==> src/rtl/led_bar_pkg.sv <==
// Shared types and encodings for the LED bar animator.
// Latency: n/a (types and constants only).
// Backpressure: n/a.
package led_bar_pkg;

  localparam logic [1:0] MODE_FILL_ENC      = 2'd0;
  localparam logic [1:0] MODE_DRAIN_ENC     = 2'd1;
  localparam logic [1:0] MODE_BOUNCE_ENC    = 2'd2;
  localparam logic [1:0] MODE_FILL_WRAP_ENC = 2'd3;

  typedef enum logic [1:0] {
    FILL      = MODE_FILL_ENC,
    DRAIN     = MODE_DRAIN_ENC,
    BOUNCE    = MODE_BOUNCE_ENC,
    FILL_WRAP = MODE_FILL_WRAP_ENC
  } led_mode_t;

  typedef enum logic [1:0] {
    IDLE,
    RUN,
    PAUSE,
    DONE
  } led_state_t;

endpackage

==> src/rtl/led_bar_animator_if.sv <==
// Control/status bundle between the board button logic and the animator.
// Latency: n/a (wiring only).
// Backpressure: none; button is level-sampled, status outputs are registered.
interface led_bar_animator_if #(
  parameter int LED_W = 16,
  parameter int DIV_W = 8
);
  logic             button;
  logic [1:0]       mode;
  logic [DIV_W-1:0] rate;
  logic [LED_W-1:0] led;
  logic             busy;
  logic             paused;
  logic             done;

  modport master (output button, mode, rate, input led, busy, paused, done);
  modport slave  (input button, mode, rate, output led, busy, paused, done);
endinterface

==> src/rtl/led_bar_prescaler.sv <==
// Step-rate prescaler: one tick every rate+1 enabled cycles.
// Latency: tick is combinational from the held count and live rate.
// Backpressure: count holds while en is low; clr returns it to zero.
module led_bar_prescaler #(
  parameter int DIV_W = 8
) (
  input  logic             clk,
  input  logic             rst,
  input  logic             en,
  input  logic             clr,
  input  logic [DIV_W-1:0] rate,
  output logic             tick
);

  logic [DIV_W-1:0] cnt;

  assign tick = en && (cnt == rate);

  // Count 0..rate while enabled; a lowered rate lets the count wrap naturally.
  always_ff @(posedge clk or posedge rst) begin
    if (rst)       cnt <= '0;
    else if (clr)  cnt <= '0;
    else if (en)   cnt <= tick ? '0 : cnt + DIV_W'(1);
  end

endmodule

==> src/rtl/led_bar_animator.sv <==
// LED bar pattern engine (fill/drain/bounce/fill-wrap) with button start/pause/resume.
// Latency: button edge acts on the next clk edge (+2 cycles with LED_BAR_BTN_SYNC_EN).
// Backpressure: none; PAUSE freezes pattern and prescaler count.
module led_bar_animator
  import led_bar_pkg::*;
#(
  parameter int LED_W = 16,
  parameter int DIV_W = 8
) (
  input  logic                clk,
  input  logic                rst,
  led_bar_animator_if.slave   bus
);

  localparam int LVL_W = $clog2(LED_W + 1);
  localparam logic [LVL_W-1:0] LVL_MAX = LVL_W'(LED_W);
  localparam logic [LVL_W-1:0] POS_MAX = LVL_W'(LED_W - 1);

  function automatic logic [LED_W-1:0] low_ones(input logic [LVL_W-1:0] n);
    logic [LED_W-1:0] r;
    r = '0;
    for (int i = 0; i < LED_W; i++) r[i] = (LVL_W'(i) < n);
    return r;
  endfunction

  function automatic logic [LED_W-1:0] one_hot(input logic [LVL_W-1:0] p);
    logic [LED_W-1:0] r;
    r = '0;
    for (int i = 0; i < LED_W; i++) r[i] = (LVL_W'(i) == p);
    return r;
  endfunction

  logic btn_in, button_q, btn_edge;

`ifdef LED_BAR_BTN_SYNC_EN
  logic [1:0] btn_sync;
  // Two-flop synchroniser for an asynchronous push button.
  always_ff @(posedge clk or posedge rst) begin
    if (rst) btn_sync <= '0;
    else     btn_sync <= {btn_sync[0], bus.button};
  end
  assign btn_in = btn_sync[1];
`else
  assign btn_in = bus.button;
`endif

  // Previous button level for rising-edge detection.
  always_ff @(posedge clk or posedge rst) begin
    if (rst) button_q <= 1'b0;
    else     button_q <= btn_in;
  end
  assign btn_edge = btn_in & ~button_q;

  led_state_t       state_q, state_d;
  led_mode_t        mode_q, mode_d;
  logic [LED_W-1:0] led_q, led_d;
  logic [LVL_W-1:0] lvl_q, lvl_d, lvl_inc;
  logic [LVL_W-1:0] pos_q, pos_d;
  logic             dir_q, dir_d;
  logic             busy_q, paused_q, done_q;
  logic             pre_en, pre_clr, tick;

  // A button edge in RUN pauses; the prescaler holds on that cycle so no step is lost.
  assign pre_en = (state_q == RUN) && !btn_edge;

  led_bar_prescaler #(.DIV_W(DIV_W)) u_prescaler (
    .clk  (clk),
    .rst  (rst),
    .en   (pre_en),
    .clr  (pre_clr),
    .rate (bus.rate),
    .tick (tick)
  );

  // Next state, next pattern and start-up loading.
  always_comb begin
    state_d = state_q;
    mode_d  = mode_q;
    led_d   = led_q;
    lvl_d   = lvl_q;
    pos_d   = pos_q;
    dir_d   = dir_q;
    pre_clr = 1'b0;
    lvl_inc = lvl_q + LVL_W'(1);
    case (state_q)
      IDLE, DONE: begin
        if (btn_edge) begin
          state_d = RUN;
          mode_d  = led_mode_t'(bus.mode);
          pre_clr = 1'b1;
          lvl_d   = '0;
          pos_d   = '0;
          dir_d   = 1'b0;
          case (led_mode_t'(bus.mode))
            DRAIN:   led_d = '1;
            BOUNCE:  led_d = LED_W'(1);
            default: led_d = '0;
          endcase
        end
      end
      RUN: begin
        if (btn_edge) begin
          state_d = PAUSE;
        end else if (tick) begin
          case (mode_q)
            FILL, DRAIN: begin
              lvl_d = lvl_inc;
              led_d = (mode_q == FILL) ? low_ones(lvl_inc) : low_ones(LVL_MAX - lvl_inc);
              if (lvl_inc == LVL_MAX) state_d = DONE;
            end
            FILL_WRAP: begin
              if (lvl_q == LVL_MAX) begin
                lvl_d = '0;
                led_d = '0;
              end else begin
                lvl_d = lvl_inc;
                led_d = low_ones(lvl_inc);
              end
            end
            default: begin
              // BOUNCE: reverse at either end without lingering on the end bit.
              if (!dir_q) begin
                if (pos_q == POS_MAX) begin
                  dir_d = 1'b1;
                  pos_d = pos_q - LVL_W'(1);
                end else begin
                  pos_d = pos_q + LVL_W'(1);
                end
              end else begin
                if (pos_q == '0) begin
                  dir_d = 1'b0;
                  pos_d = LVL_W'(1);
                end else begin
                  pos_d = pos_q - LVL_W'(1);
                end
              end
              led_d = one_hot(pos_d);
            end
          endcase
        end
      end
      default: begin
        if (btn_edge) state_d = RUN;
      end
    endcase
  end

  // State, pattern and status registers; status follows the next state directly.
  always_ff @(posedge clk or posedge rst) begin
    if (rst) begin
      state_q  <= IDLE;
      mode_q   <= FILL;
      led_q    <= '0;
      lvl_q    <= '0;
      pos_q    <= '0;
      dir_q    <= 1'b0;
      busy_q   <= 1'b0;
      paused_q <= 1'b0;
      done_q   <= 1'b0;
    end else begin
      state_q  <= state_d;
      mode_q   <= mode_d;
      led_q    <= led_d;
      lvl_q    <= lvl_d;
      pos_q    <= pos_d;
      dir_q    <= dir_d;
      busy_q   <= (state_d == RUN) || (state_d == PAUSE);
      paused_q <= (state_d == PAUSE);
      done_q   <= (state_d == DONE);
    end
  end

  assign bus.led    = led_q;
  assign bus.busy   = busy_q;
  assign bus.paused = paused_q;
  assign bus.done   = done_q;

endmodule

==> src/flat_wrapper.sv <==
// flat-port wrapper written by rule: the top's interface ports become plain ports
module led_bar_animator_flat import led_bar_pkg::*;
#(
  parameter int LED_W = 16,
  parameter int DIV_W = 8
)
  (clk, rst, bus_button, bus_mode, bus_rate, bus_led, bus_busy, bus_paused, bus_done);
  led_bar_animator_if #(.LED_W(LED_W), .DIV_W(DIV_W)) bus_i ();
  input  logic clk;
  input  logic rst;
  input wire logic [$bits(bus_i.button)-1:0] bus_button;
  input wire logic [$bits(bus_i.mode)-1:0] bus_mode;
  input wire logic [$bits(bus_i.rate)-1:0] bus_rate;
  output wire logic [$bits(bus_i.led)-1:0] bus_led;
  output wire logic [$bits(bus_i.busy)-1:0] bus_busy;
  output wire logic [$bits(bus_i.paused)-1:0] bus_paused;
  output wire logic [$bits(bus_i.done)-1:0] bus_done;
  assign bus_i.button = bus_button;
  assign bus_i.mode = bus_mode;
  assign bus_i.rate = bus_rate;
  assign bus_led = bus_i.led;
  assign bus_busy = bus_i.busy;
  assign bus_paused = bus_i.paused;
  assign bus_done = bus_i.done;
  led_bar_animator #(.LED_W(LED_W), .DIV_W(DIV_W)) u_core (.clk(clk), .rst(rst), .bus(bus_i));
endmodule
==> config.mk <==
export PLATFORM = sky130hd
export DESIGN_NAME = led_bar_animator_flat
export DESIGN_NICKNAME = d
export VERILOG_FILES = /design/src/rtl/led_bar_pkg.sv /design/src/rtl/led_bar_animator_if.sv /design/src/rtl/led_bar_prescaler.sv /design/src/rtl/led_bar_animator.sv /design/src/flat_wrapper.sv
export SDC_FILE = /design/constraint.sdc
export NUM_CORES = 1
export LEC_CHECK = 0
export CORE_MARGIN = 2
export CORE_UTILIZATION = 30
export CTS_CLUSTER_SIZE = 25
export DETAILED_ROUTE_END_ITERATION = 10
export GPL_TIMING_DRIVEN = 0
export HOLD_SLACK_MARGIN = 0.02
export PLACE_DENSITY = 0.55
export SLEW_MARGIN = 0
export SYNTH_ARGS = -nofsm -noshare
export SYNTH_HDL_FRONTEND = slang
export SYNTH_SLANG_ARGS = --single-unit
==> constraint.sdc <==
create_clock -name clk -period 3 [get_ports clk]
set_input_delay 0.6 -clock clk [delete_from_list [all_inputs] [get_ports clk]]
set_output_delay 0.6 -clock clk [all_outputs]
set_load 0.005 [all_outputs]
# Word level (Yosys, flattened, before mapping)
# Index checks and enable logic that the tools add are counted.
word_totals:
  regBits: 43
  inputBits: 13
  wordCells: 144
classes:
  add_sub_neg: 5
  magnitude_cmp: 32
  n_eq_ne: 33
  mux: 44
  bitwise: 2
  n_reduce_logical: 17
ops:
  columns: ["operator", "count"]
  rows:
  - ["16-bit case mux with 2 select lines", 3]
  - ["4-bit by 5-bit < comparator with 1-bit output (first input constant)", 16]
  - ["16-bit 2-to-1 mux", 5]
  - ["5-bit 2-to-1 mux", 14]
  - ["4-bit by 5-bit == test with 1-bit output (first input constant)", 8]
  - ["3-bit by 5-bit < comparator with 1-bit output (first input constant)", 8]
  - ["5-bit case mux with 2 select lines", 3]
  - ["8-bit 2-to-1 mux", 3]
  - ["3-bit by 5-bit == test with 1-bit output (first input constant)", 4]
  - ["1-bit by 5-bit < comparator with 1-bit output (first input constant)", 4]
  - ["2-bit by 5-bit < comparator with 1-bit output (first input constant)", 4]
  - ["2-bit 2-to-1 mux", 6]
  - ["5-bit by 1-bit adder with 5-bit output (second input constant)", 2]
  - ["2-bit == test (second input constant)", 5]
  - ["2-bit by 5-bit == test with 1-bit output (first input constant)", 2]
  - ["5-bit == test (second input constant)", 2]
  - ["5-bit logical NOT", 2]
  - ["5-bit AND reduction", 2]
  - ["1-bit 2-to-1 mux", 9]
  - ["8-bit by 1-bit adder with 8-bit output (second input constant)", 1]
  - ["2-bit by 1-bit == test with 1-bit output (second input constant)", 4]
  - ["8-bit == test", 1]
  - ["2-bit != test (second input constant)", 3]
  - ["1-bit by 5-bit == test with 1-bit output (first input constant)", 1]
  - ["other kinds (17)", 21]

# Longest topological paths before layout
depth:
  word_depth: 13
  depth_mapped: 13

# By module
# A second synthesis with hierarchy kept.
unflattened:
  cells_unflattened: 448
  hier_area_um2: 3656.0
by_module_without_submodules:
  columns: ["module", "n_inst", "cells_each", "area_each_um2"]
  rows:
  - ["led_bar_animator", 1, 395, 3145.5]
  - ["led_bar_prescaler", 1, 53, 510.5]

# Least setup slack after synthesis
# Ideal clock, no wire load.
synth_timing:
  kind: "register to register"
  from: "register u_core.lvl_q[0]"
  to: "register u_core.led_q[2] (netlist: u_core.bus.led[2])"
  setup_time_ns: 0.125
  arrival_time_ns: 2.628
  required_ns: 2.875
  path_slack_ns: 0.248
  stages_incl_launch_ff: 13
  n_path_buf: 1
  synth_period_minus_slack_ns: 2.752
  cell_sequence: "dfrtp_1 ha_1 buf_2 nand3_1 xnor2_1 ha_1 o21ba_2 and2_1 nand4_1 o311ai_0 a31oi_1 a211oi_1 o31ai_2"
synth_between:
  elab_chain_len: 8
synth_lines:
  columns: ["item", "line", "text"]
  rows:
  - ["from (decl)", "led_bar_animator.sv:57", "logic [LVL_W-1:0] lvl_q, lvl_d, lvl_inc;"]
  - ["from (signal assigned)", "led_bar_animator.sv:164", "lvl_q <= lvl_d;"]
  - ["5-bit by 1-bit adder with 5-bit output", "led_bar_animator.sv:84", "lvl_inc = lvl_q + LVL_W'(1);"]
  - ["5-bit subtractor", "led_bar_animator.sv:108", "led_d = (mode_q == FILL) ? low_ones(lvl_inc) : low_ones(LVL_MAX - lvl_inc);"]
  - ["2-bit by 5-bit < comparator with 1-bit output", "led_bar_animator.sv:22", "for (int i = 0; i < LED_W; i++) r[i] = (LVL_W'(i) < n);"]
  - ["16-bit 2-to-1 mux", "led_bar_animator.sv:108", null]
  - ["16-bit case mux with 2 select lines (*)", "led_bar_animator.sv:105", "case (mode_q)"]
  - ["16-bit 2-to-1 mux (*)", "led_bar_animator.sv:104", "end else if (tick) begin"]
  - ["16-bit 2-to-1 mux (*)", "led_bar_animator.sv:102", "if (btn_edge) begin"]
  - ["16-bit case mux with 2 select lines (*)", "led_bar_animator.sv:85", "case (state_q)"]
  - ["to (signal assigned)", "led_bar_animator.sv:163", "led_q <= led_d;"]
  - ["to (decl)", "led_bar_animator.sv:56", "logic [LED_W-1:0] led_q, led_d;"]
# Mark *: on every way between the ends. The rest lies on a longest branch, timed or not. The select of a mux whose other input is x is not followed.
# A chain may end at the register's enable or synchronous reset.

# Worst setup path after layout
# Same ends and word-level chain as after synthesis.

==> run_results.csv <==
group,metric,value,unit
grt,grt_first_pass_wirelength,18200,um
power,p_per_area,900,mW/mm^2
clock_tree,numCtsBuffers,5,
sta,rsz0062_at_grt,"false",
sta,max_freq,345,MHz
place,place.gp.congestion,0.950,
yosys,synth_compound_area_frac,0.298,
setup_path,crit_arrival,3070,ps
detailed_routing,dr.pass1.iters,8,
yosys,synth_top_area_frac,0.302,
setup_path,slowest_delay,390,ps
die,fp-row-count,39,
setup_path,crit_required,3170,ps
setup_path,path_cells,"ha_1 > clkbuf_4 > nand3_2 > xnor2_4 > ha_1 > o21ba_4 > and2_1 > nand4_1 > o311ai_0 > a31oi_1 > a211oi_2 > o31ai_2",
setup_path,path_max_fanout,9,
grt,globalRouteTotalUtil,0.177,
clock_tree,path_clk_slew,60,ps
clock_tree,cts_tree,"done",
power,power_frac_comb,0.625,
layout,diodes,0,
sta,hold_violations,0,
grt,grt_util_met3,0.0343,
power,switching_share,0.479,
layout,synthToLayoutAreaGrowth,22.0,%
sta,final.min_clock_period,2900,ps
die,start_util,0.310,
run_status,outcome,"finished, violations left",
place,portBuffers,31,
setup_path,start_kind,"flop",
yosys,netlist_instances,444,
yosys,netlist-cell-type-count,75,
sta,setup_viol,0,
layout,nets,512,
clock_tree,root_buffer,"clkbuf_16",
yosys,syn_area_per_cell,8.04,um^2
worst_hold_path,hp-class,"reg2reg",
power,peakVddDrop,0.531,mV
detailed_routing,drt_iter0_markers,319,
detailed_routing,vias,3617,
yosys,synthAdderAreaFrac,0.0421,
grt,antenna_found_initial,0,
setup_path,endpoint_kind,"flop",
job,maxCapViolations,0,
sta,slew_headroom,0.437,
detailed_routing,vias_per_cell,5.73,
grt,use_met1,0.253,
clock_tree,clk-insertion-delay-late,290,ps
clock_tree,cts_max_path_buffers,2,
power,pwr-share-clk,0.141,
layout,post_route_cells_drive_above_1_share,0.129,
yosys,synth_xor_area_frac,0.0463,
yosys,ys_ff_latch,43,
grt,grt_max_degree,36,
sta,finalCritPeriodShare,0.966,
power,power_switching,1.88,mW
place,dp_hpwl,8310,um
sta,tightest_slew,841,ps
yosys,synth_largest_area_cell,"dfrtp_1",
die,core-area,0.0115,mm^2
yosys,ys_async_sr_fraction,1.00,
detailed_routing,ant_nets,0,
detailed_routing,routed_wl,11200,um
die,die_h,113,um
layout,fin_util,0.378,
run_status,violations,"DRC",
yosys,synth_warnings,0,
die,pin_count,32,
clock_tree,hold_buffers,0,
power,p_seq_frac,0.234,
layout,design_area,0.00435,mm^2
yosys,synth_flop_cell,"dfrtp_1",
die,fp.dieW,113,um
clock_tree,h-tree-depth,2,
yosys,netlist_area,0.00357,mm^2
sta,slew_violations,0,
detailed_routing,drc,1,
power,p_leak,1.71,nW
sta,whs,499,ps
grt,busiest_layer,"met2",
yosys,ys_seq_area_frac,0.302,
die,dieArea,0.0128,mm^2
yosys,synth_top_family_by_area,"compound AO/OA/AOI/OAI gates",
yosys,muxShareOfSynthArea,0.0207,
setup_path,cp_slowest_cell,"dfrtp_1",
yosys,yosys.area_share.simple,0.233,
power,p_int,2.04,mW
setup_path,critPathKind,"reg2reg",
sta,finalClockSkew,7.78,ps
place,dpl_cell_area,0.00408,mm^2
setup_path,cpMostUsedCell,"ha_1",
yosys,synth_enable_flop_cells,0,
yosys,synthesis.nets,469,
grt,first_global_vias,3475,
grt,grtUsageMet2,0.271,
grt,gr-total-overflow,0,
clock_tree,cts_sinks,43,
detailed_routing,post_drt_wl_per_cell,17.8,um
power,finalPower,3.92,mW
yosys,synth_area_leaders,"dfrtp_1 30%, o21ai_0 6.5%, nand2_1 4.7%, a21oi_1 4.2%, ha_1 4.2%",
registers in the layout, indices dropped and copies added (netlist names):
name	cells
u_core.bus.led	16
u_core.state_q	2
u_core.pos_q	5
u_core.button_q	1
u_core.bus.busy	1
u_core.dir_q	1
u_core.bus.done	1
u_core.bus.paused	1
u_core.lvl_q	5
u_core.u_prescaler.cnt	8
u_core.mode_q	2
synth_stat cells, types with 10 or more instances:
cell type  number
a21oi_1        30
buf_2          12
clkbuf_1       10
dfrtp_1        43
ha_1           12
inv_1          22
nand2_1        45
nand2b_1       10
nand3_1        13
nor2_1         40
o21ai_0        46
xnor2_1        17
layout make-up:
cell class / count / area, um^2
clock inverter: 2 / 12.5
clock buffer: 6 / 129
timing repair buffer: 36 / 360
fill: 1165 / 7160
buffer: 26 / 139
multi-input combinational: 353 / 2370
sequential: 43 / 1080
tap: 143 / 179
inverter: 22 / 86.3
cells in the final DEF, fill, tap and decap left out, types with 4 or more instances in the layout:
master | netlist | layout
o21ai_0 | 46 | 46
buf_4 | 1 | 6
nor2_1 | 40 | 40
xnor2_1 | 17 | 16
clkbuf_1 | 10 | 10
and2_1 | 4 | 4
a22o_1 | 7 | 7
inv_1 | 22 | 20
nand3_1 | 13 | 12
and3_1 | 4 | 4
dfrtp_1 | 43 | 43
nand4_1 | 5 | 5
nor3_1 | 8 | 7
clkdlybuf4s50_1 | 0 | 31
nand2_1 | 45 | 43
nand2b_1 | 10 | 9
nor2b_1 | 8 | 7
ha_1 | 12 | 12
a21oi_1 | 30 | 30
or3_1 | 5 | 5
mux2i_1 | 4 | 4
buf_2 | 12 | 8
o31ai_1 | 9 | 9
nor3_2 | 3 | 4
clkbuf_16 | 0 | 5
a31oi_1 | 5 | 5
logic make-up (layout without fill, tap and decap cells):
group / after synthesis / count (layout)
AOI/OAI and AO/OA: 155 / 155
xor gates and xnor gates: 18 / 18
adders and majority gates: 12 / 12
buffers and inverters: 48 / 92
DFF: 43 / 43
muxes: 7 / 7
and+or+nand+nor: 161 / 161
critical path: cells and delay by family (launching register included):
kind,cells,cell delay [ps]
buffers and inverters,1,210
flip-flops,1,390
AND/OR/NAND/NOR,3,480
AO/OA/AOI/OAI,5,960
XOR/XNOR,1,250
adder cells (fa/ha/maj),2,490
path summary, 6_finish.rpt:
check	start	end	slack, ps	cells after the start
min reg2reg	u_core.bus.led[2]	u_core.bus.led[2]	500	2
max in group asynchronous	rst	u_core.pos_q[4]	1970	3
max reg2reg	u_core.lvl_q[0]	u_core.bus.led[2]	100	12
max	u_core.lvl_q[0]	u_core.bus.led[2]	100	12
min	u_core.bus.led[2]	u_core.bus.led[2]	500	2
min in group asynchronous	rst	u_core.bus.led[1]	550	2
timing repair:
item	in CTS	in global routing
pin swaps	2	1
buffers inserted	1	3
setup endpoints to repair	10	12
gates resized for setup	4	20
cloned	0	0
hold endpoints to repair	0	0
power groups by stage:
stage          combinational [mW]  sequential, mW  clock, mW
2_1_floorplan                1.54           0.899          0
3_3_place_gp                 2.33           0.918          0
3_5_place_dp                 2.33           0.922          0
4_1_cts                      2.36           0.915      0.559
5_1_grt                      2.67           0.941      0.584
6_report                     2.45           0.917      0.551
per-layer routing:
layer	vias to the layer above	wire length (um)
met3	14	663
met2	132	5020
met1	1753	5360
met4	0	188
li1	1718	-
met5	-	0
per-stage QoR:
step,TNS (ps),std cells,setup WS (ps)
2_1_floorplan,0,444,248
3_3_place_gp,-1680,618,-449
3_5_place_dp,-1620,619,-439
4_1_cts,0,628,33.1
5_1_grt,0,631,8.48
6_report,0,631,102
Note: power is estimated with default switching activity, not from simulation.
==> variant 1 (config.mk and constraints unchanged) <==
`LED_W` is set to 16 in 3 places; all go to 32.
--- a/src/rtl/led_bar_animator_if.sv
+++ b/src/rtl/led_bar_animator_if.sv
@@ -2,7 +2,7 @@
 // Latency: n/a (wiring only).
 // Backpressure: none; button is level-sampled, status outputs are registered.
 interface led_bar_animator_if #(
-  parameter int LED_W = 16,
+  parameter int LED_W = 32,
   parameter int DIV_W = 8
 );
   logic             button;
--- a/src/rtl/led_bar_animator.sv
+++ b/src/rtl/led_bar_animator.sv
@@ -4,7 +4,7 @@
 module led_bar_animator
   import led_bar_pkg::*;
 #(
-  parameter int LED_W = 16,
+  parameter int LED_W = 32,
   parameter int DIV_W = 8
 ) (
   input  logic                clk,
--- a/src/flat_wrapper.sv
+++ b/src/flat_wrapper.sv
@@ -1,7 +1,7 @@
 // flat-port wrapper written by rule: the top's interface ports become plain ports
 module led_bar_animator_flat import led_bar_pkg::*;
 #(
-  parameter int LED_W = 16,
+  parameter int LED_W = 32,
   parameter int DIV_W = 8
 )
   (clk, rst, bus_button, bus_mode, bus_rate, bus_led, bus_busy, bus_paused, bus_done);
Ports: changed (resized bus_led); port bits go from 32 to 48. No check against the original RTL was run, so the function may have changed too.
==> variant 1 against the original RTL <==
  * Sequential share of layout area decreased by 2.1 points
  * Synthesized area rose by 51%
  * Cell area grew 55%
  * Synthesized cell count rose by 56%
  * Sequential cell count is 18 higher
  * Setup slack got worse by 0.065 ns
  * Non-clock buffer count grew 40
  * Routed wire length increased by 95%
  * Power rose by 63%
  * Global-route usage is 5.7 points higher
==> variant 1: results (changes against the original RTL) <==
| Metric | Value |
|---|---|
| Reg2reg path depth | 10 (was 12) |
| Largest register FFs | 32 (was 16) |
| Post-synthesis mux area share | 0.209% (was 2.07%) |
| Synth Flop Type | dfrtp_1 (unchanged) |
| Compound-gate portion of the synthesized area | 36.3% (was 29.8%) |
| Share of layout cells above drive strength 1 | 14.7% (was 12.9%) |
| Clk root buf | clkbuf_16 (unchanged) |
| CTS Buf Count | 9 (was 5) |
| Max incr delay on CP | 0.45 ns (was 0.39 ns) |
| Peak supply drop | 0.417 mV (was 0.531 mV) |
| Yosys warns | 0 (unchanged) |
| Area share of fa/ha/maj cells after synthesis | 3.02% (was 4.21%) |
| Post-route insts no fill | 986 (was 631) |
| Arr. time, crit path | 3.22 ns (was 3.07 ns) |
| Clk Latency, worst-skew pair | 0.35 ns (was 0.29 ns) |
| Clock Tree Buf Depth | 2 (unchanged) |
| Routed WL per cell | 22.2 um (was 17.8 um) |
| Seq/Total Area, Yosys | 28.4% (was 30.2%) |
| FFs w/ async S/R, synth | 100% (unchanged) |
| Max-slew headroom | 25.1% (was 43.7%) |
| Largest net degree at the start of global routing | 41 (was 36) |
| Syn Nets | 718 (was 469) |
| Fin nets | 782 (was 512) |
| Slowest stage cell, crit path | dfrtp_1 (unchanged) |
| Worst setup path end | u_core.bus.led[30] (was u_core.bus.led[2]) |
| Synth Area in XOR/XNOR | 2.93% (was 4.63%) |
| Port Buffers | 47 (was 31) |
| Gr usage total | 23.4% (was 17.7%) |
| Synth area leaders | dfrtp_1 28%, o21ai_0 6.6%, a21oi_1 5.0% (was dfrtp_1 30%, o21ai_0 6.5%, nand2_1 4.7%) |
| First drt pass iteration count | 5 (was 8) |
| Placed cells | 965 (was 619) |
| Syn Inst Count | 692 (was 444) |
| Hold Path Class | reg -> reg (unchanged) |
| CP top delay family | buffers and inverters (was compound AO/OA/AOI/OAI gates) |
| First-pass GRT wire length | 33100 um (was 18200 um) |
| Routability cong. | 1.03 (was 0.950) |
| Number of global-route vias before repair | 5624 (was 3475) |
| Clock H-tree levels | 3 (was 2) |
| Setup Skew | 0.00908 ns (was 0.00778 ns) |
| Cell variety after synth | 82 (was 75) |
| Worst-path clk slew | 0.06 ns (about the same) |
| Dpl hpwl | 16100 um (was 8310 um) |
| Startpoint types | register (unchanged) |
| Antenna diodes | 0 (unchanged) |
| Routed vias | 5993 (was 3617) |
| Post-synth top cells | 71 x o21ai_0, 66 x nand2_1, 61 x dfrtp_1 (was 46 x o21ai_0, 45 x nand2_1, 43 x dfrtp_1) |
| DRT iter0 DRCs | 824 (was 319) |
| Status | complete, no violations (was complete, but fails checks) |
| Largest fanout on the critical path | 10 (was 9) |
| Worst R2R Start | u_core.lvl_q[1] (was u_core.lvl_q[0]) |
| Initial antenna violation count | 0 (unchanged) |
| Pleak | 2.50 nW (was 1.71 nW) |
| R2r setup slk | 0.04 ns (was 0.10 ns) |
variant 1: changes by cell type in the layout (fill, tap and decap cells not counted), sizes merged, moves of 11 or more:
cell / delta
nand2: +23
dfrtp: +18
a21oi: +25
clkbuf: +19
nor2: +17
nand3: +11
o21ai: +30
clkdlybuf4s50: +16
variant 1: routing by layer:
layer  up-vias  share of wire (%)  track usage (%)
met3        70                9.6             5.85
li1       2770                  -                -
met4         0                4.7             11.3
met5         -                  0                0
met1      2833                 44             32.6
met2       320                 42             33.6
variant 1: how the worst min path moves through the flow:
| stage | slack [ns] | depth (start not counted) | start | to |
|---|---|---|---|---|
| floorplan | 0.49 | 1 | u_core.bus.led[14] | u_core.bus.led[14] |
| global route | 0.53 | 1 | u_core.bus.led[14] | u_core.bus.led[14] |
| finish | 0.51 | 1 | u_core.bus.led[14] | u_core.bus.led[14] |
| CTS | 0.52 | 1 | u_core.bus.led[14] | u_core.bus.led[14] |
| global placement | 0.52 | 1 | u_core.bus.led[27] | u_core.bus.led[27] |
| detailed placement | 0.50 | 1 | u_core.bus.led[14] | u_core.bus.led[14] |
variant 1: power by group:
part           total [mW]  internal [mW]  switching [mW]
Clock                1.09          0.646           0.443
Sequential           1.40           1.15           0.258
Combinational        3.89           1.56            2.33
Total                6.38           3.36            3.03
variant 1: cell type report:
| class | instances | area (um2) |
|---|---|---|
| well taps | 225 | 282 |
| clock inverters | 7 | 75.1 |
| fillers | 1859 | 10700 |
| repair buffers | 56 | 551 |
| clock buffers | 9 | 225 |
| inverters | 19 | 78.8 |
| multi-input cells | 563 | 3790 |
| flip-flops and latches | 61 | 1530 |
| plain buffers | 46 | 224 |
variant 1: what timing repair did:
item | 4_1_cts | 5_1_grt
buffers inserted | 3 | 5
hold endpoints to repair | 0 | 0
resized for setup | 21 | 39
pin swaps | 2 | 1
hold buffers | 0 | 0
gates cloned | 0 | 0
endpoints found under the setup margin | 31 | 37
variant 1: logic make-up after synthesis:
family / count (synthesis)
compound gates: 279
simple gates: 252
buf+inv: 68
flops: 61
xor+xnor: 18
fa+ha+maj: 13
mux: 1
variant 1: per-stage QoR:
step	area [um2]	setup slack [ns]
3_3_place_gp	6130	-0.904
3_5_place_dp	6150	-0.847
6_report	6750	0.0366
2_1_floorplan	5380	0.276
5_1_grt	6750	-0.0200
4_1_cts	6570	-0.0445
==> variant 2 (same flow settings) <==
Made on the original files. Encoding of `led_state_t`: now Gray code (2 bits for 4 states).
--- a/src/rtl/led_bar_pkg.sv
+++ b/src/rtl/led_bar_pkg.sv
@@ -16,10 +16,10 @@
   } led_mode_t;
 
   typedef enum logic [1:0] {
-    IDLE,
-    RUN,
-    PAUSE,
-    DONE
+    IDLE  = 2'b00,
+    RUN   = 2'b01,
+    PAUSE = 2'b11,
+    DONE  = 2'b10
   } led_state_t;
 
 endpackage
Function: no difference found for any inputs over 4 cycles, from zero or initial values and one cycle with rst high; so few cycles prove little.
==> variant 2 against the original RTL <==
  * Cell area increased by 3.0%
  * Hold slack gained 0.048 ns
  * Sequential cell count unchanged
  * The run ends with negative setup slack left
  * Die area up 1.9%
  * Synthesized area up 2.0%
  * Routed wire length grew 8.5%
  * Setup slack got worse by 0.11 ns
  * Synthesized cell count rose by 5.9%
Power is not compared: it rests on default switching activity, and its combinational part moved more than twofold at a synthesized area within 25%.
==> variant 2: results (changes against the original RTL) <==
| Metric | Value |
|---|---|
| Status | complete, but fails checks (unchanged) |
| Failing checks | negative setup slack (was design-rule violations) |
| Fin nets | 536 (was 512) |
| Setup Skew | 0.00811 ns (was 0.00778 ns) |
| Synth Area in XOR/XNOR | 5.54% (was 4.63%) |
| Seq/Total Area, Yosys | 29.6% (was 30.2%) |
| DRT iter0 DRCs | 446 (was 319) |
| Largest fanout on the critical path | 10 (was 9) |
| Syn Nets | 491 (was 469) |
| Final setup fails | 1 (was 0) |
| Setup TNS | -0.00940 ns (was 0 ns) |
| Number of global-route vias before repair | 3785 (was 3475) |
| First-pass GRT wire length | 20300 um (was 18200 um) |
| First drt pass iteration count | 7 (was 8) |
| Syn Area/Cell | 7.74 um2 (was 8.04 um2) |
| Post-synthesis mux area share | 1.17% (was 2.07%) |
| Mean number of vias per cell | 5.86 (was 5.73) |
| Arr. time, crit path | 3.23 ns (was 3.07 ns) |
| Reg2reg path depth | 12 (unchanged) |
| Gr usage total | 19.3% (was 17.7%) |
| Routability cong. | 0.964 (was 0.950) |
| Hold_sp | u_core.bus.led[15] (was u_core.bus.led[2]) |
| Pre-CTS WS | -0.601 ns (was -0.439 ns) |
| Placed cells | 649 (was 619) |
| Dpl hpwl | 9120 um (was 8310 um) |
| Worst Max-Slew Pin Slew | 0.823 ns (was 0.841 ns) |
| Area share of fa/ha/maj cells after synthesis | 2.75% (was 4.21%) |
| Post-route setup slack | -0.00940 ns (was 0.102 ns) |
| Cell variety after synth | 77 (was 75) |
| Max incr delay on CP | 0.45 ns (was 0.39 ns) |
| Share of layout cells above drive strength 1 | 11.8% (was 12.9%) |
| Routed WL per cell | 18.4 um (was 17.8 um) |
| Largest net degree at the start of global routing | 27 (was 36) |
| Hold endpoint | u_core.bus.led[15] (was u_core.bus.led[2]) |
| Synth area leaders | dfrtp_1 30%, o21ai_0 5.8%, a21oi_1 5.6% (was dfrtp_1 30%, o21ai_0 6.5%, nand2_1 4.7%) |
| Drt total wl | 12200 um (was 11200 um) |
| Min Hold Slack | 0.547 ns (was 0.499 ns) |
## variant 2: cell types whose count changed after synthesis, moves of 5 or more
| cell | change |
|---|---|
| a21oi_1 | +11 |
| nand2_1 | +7 |
| nor3_1 | +5 |
| a211oi_1 | +9 |
| xor2_1 | +5 |
| a31oi_1 | +8 |
| inv_1 | -7 |
## variant 2: per-stage QoR
stage / utilization, % / cell area (um2)
2_1_floorplan: - / 3650
3_3_place_gp: 34.8 / 4140
3_5_place_dp: 34.9 / 4160
4_1_cts: 37.2 / 4440
5_1_grt: 37.6 / 4480
6_report: 37.6 / 4480
## variant 2: power by group through the flow
stage	registers [mW]	logic, mW	clock network, mW
final	0.843	1.06	0.646
after global routing	0.868	1.17	0.689
after CTS	0.845	1.03	0.666
after detailed placement	0.854	1.00	0
after global placement	0.846	1.00	0
after floorplan	0.837	0.571	0
## variant 2: worst max path at each step
| stage | to | depth (start not counted) |
|---|---|---|
| floorplan | u_core.bus.led[3] | 12 |
| global placement | u_core.bus.led[3] | 12 |
| detailed placement | u_core.bus.led[3] | 12 |
| CTS | u_core.bus.led[3] | 12 |
| global route | u_core.bus.led[7] | 12 |
| finish | u_core.bus.led[3] | 12 |
## variant 2: per-layer routing
metal | wire length, um | GRT usage (%)
met5 | 0 | 0
met4 | 420 | 6.99
met2 | 5460 | 29.9
met3 | 932 | 3.28
met1 | 5370 | 27.1
## variant 2: final cells by class
class                   instances  area, um2
clock buffers                   6        139
well taps                     147        184
repair buffers                 38        375
plain buffers                  30        169
multi-input cells             381       2440
fillers                      1255       7430
flip-flops and latches         43       1080
inverters                      16       60.1
clock inverters                 2       35.0
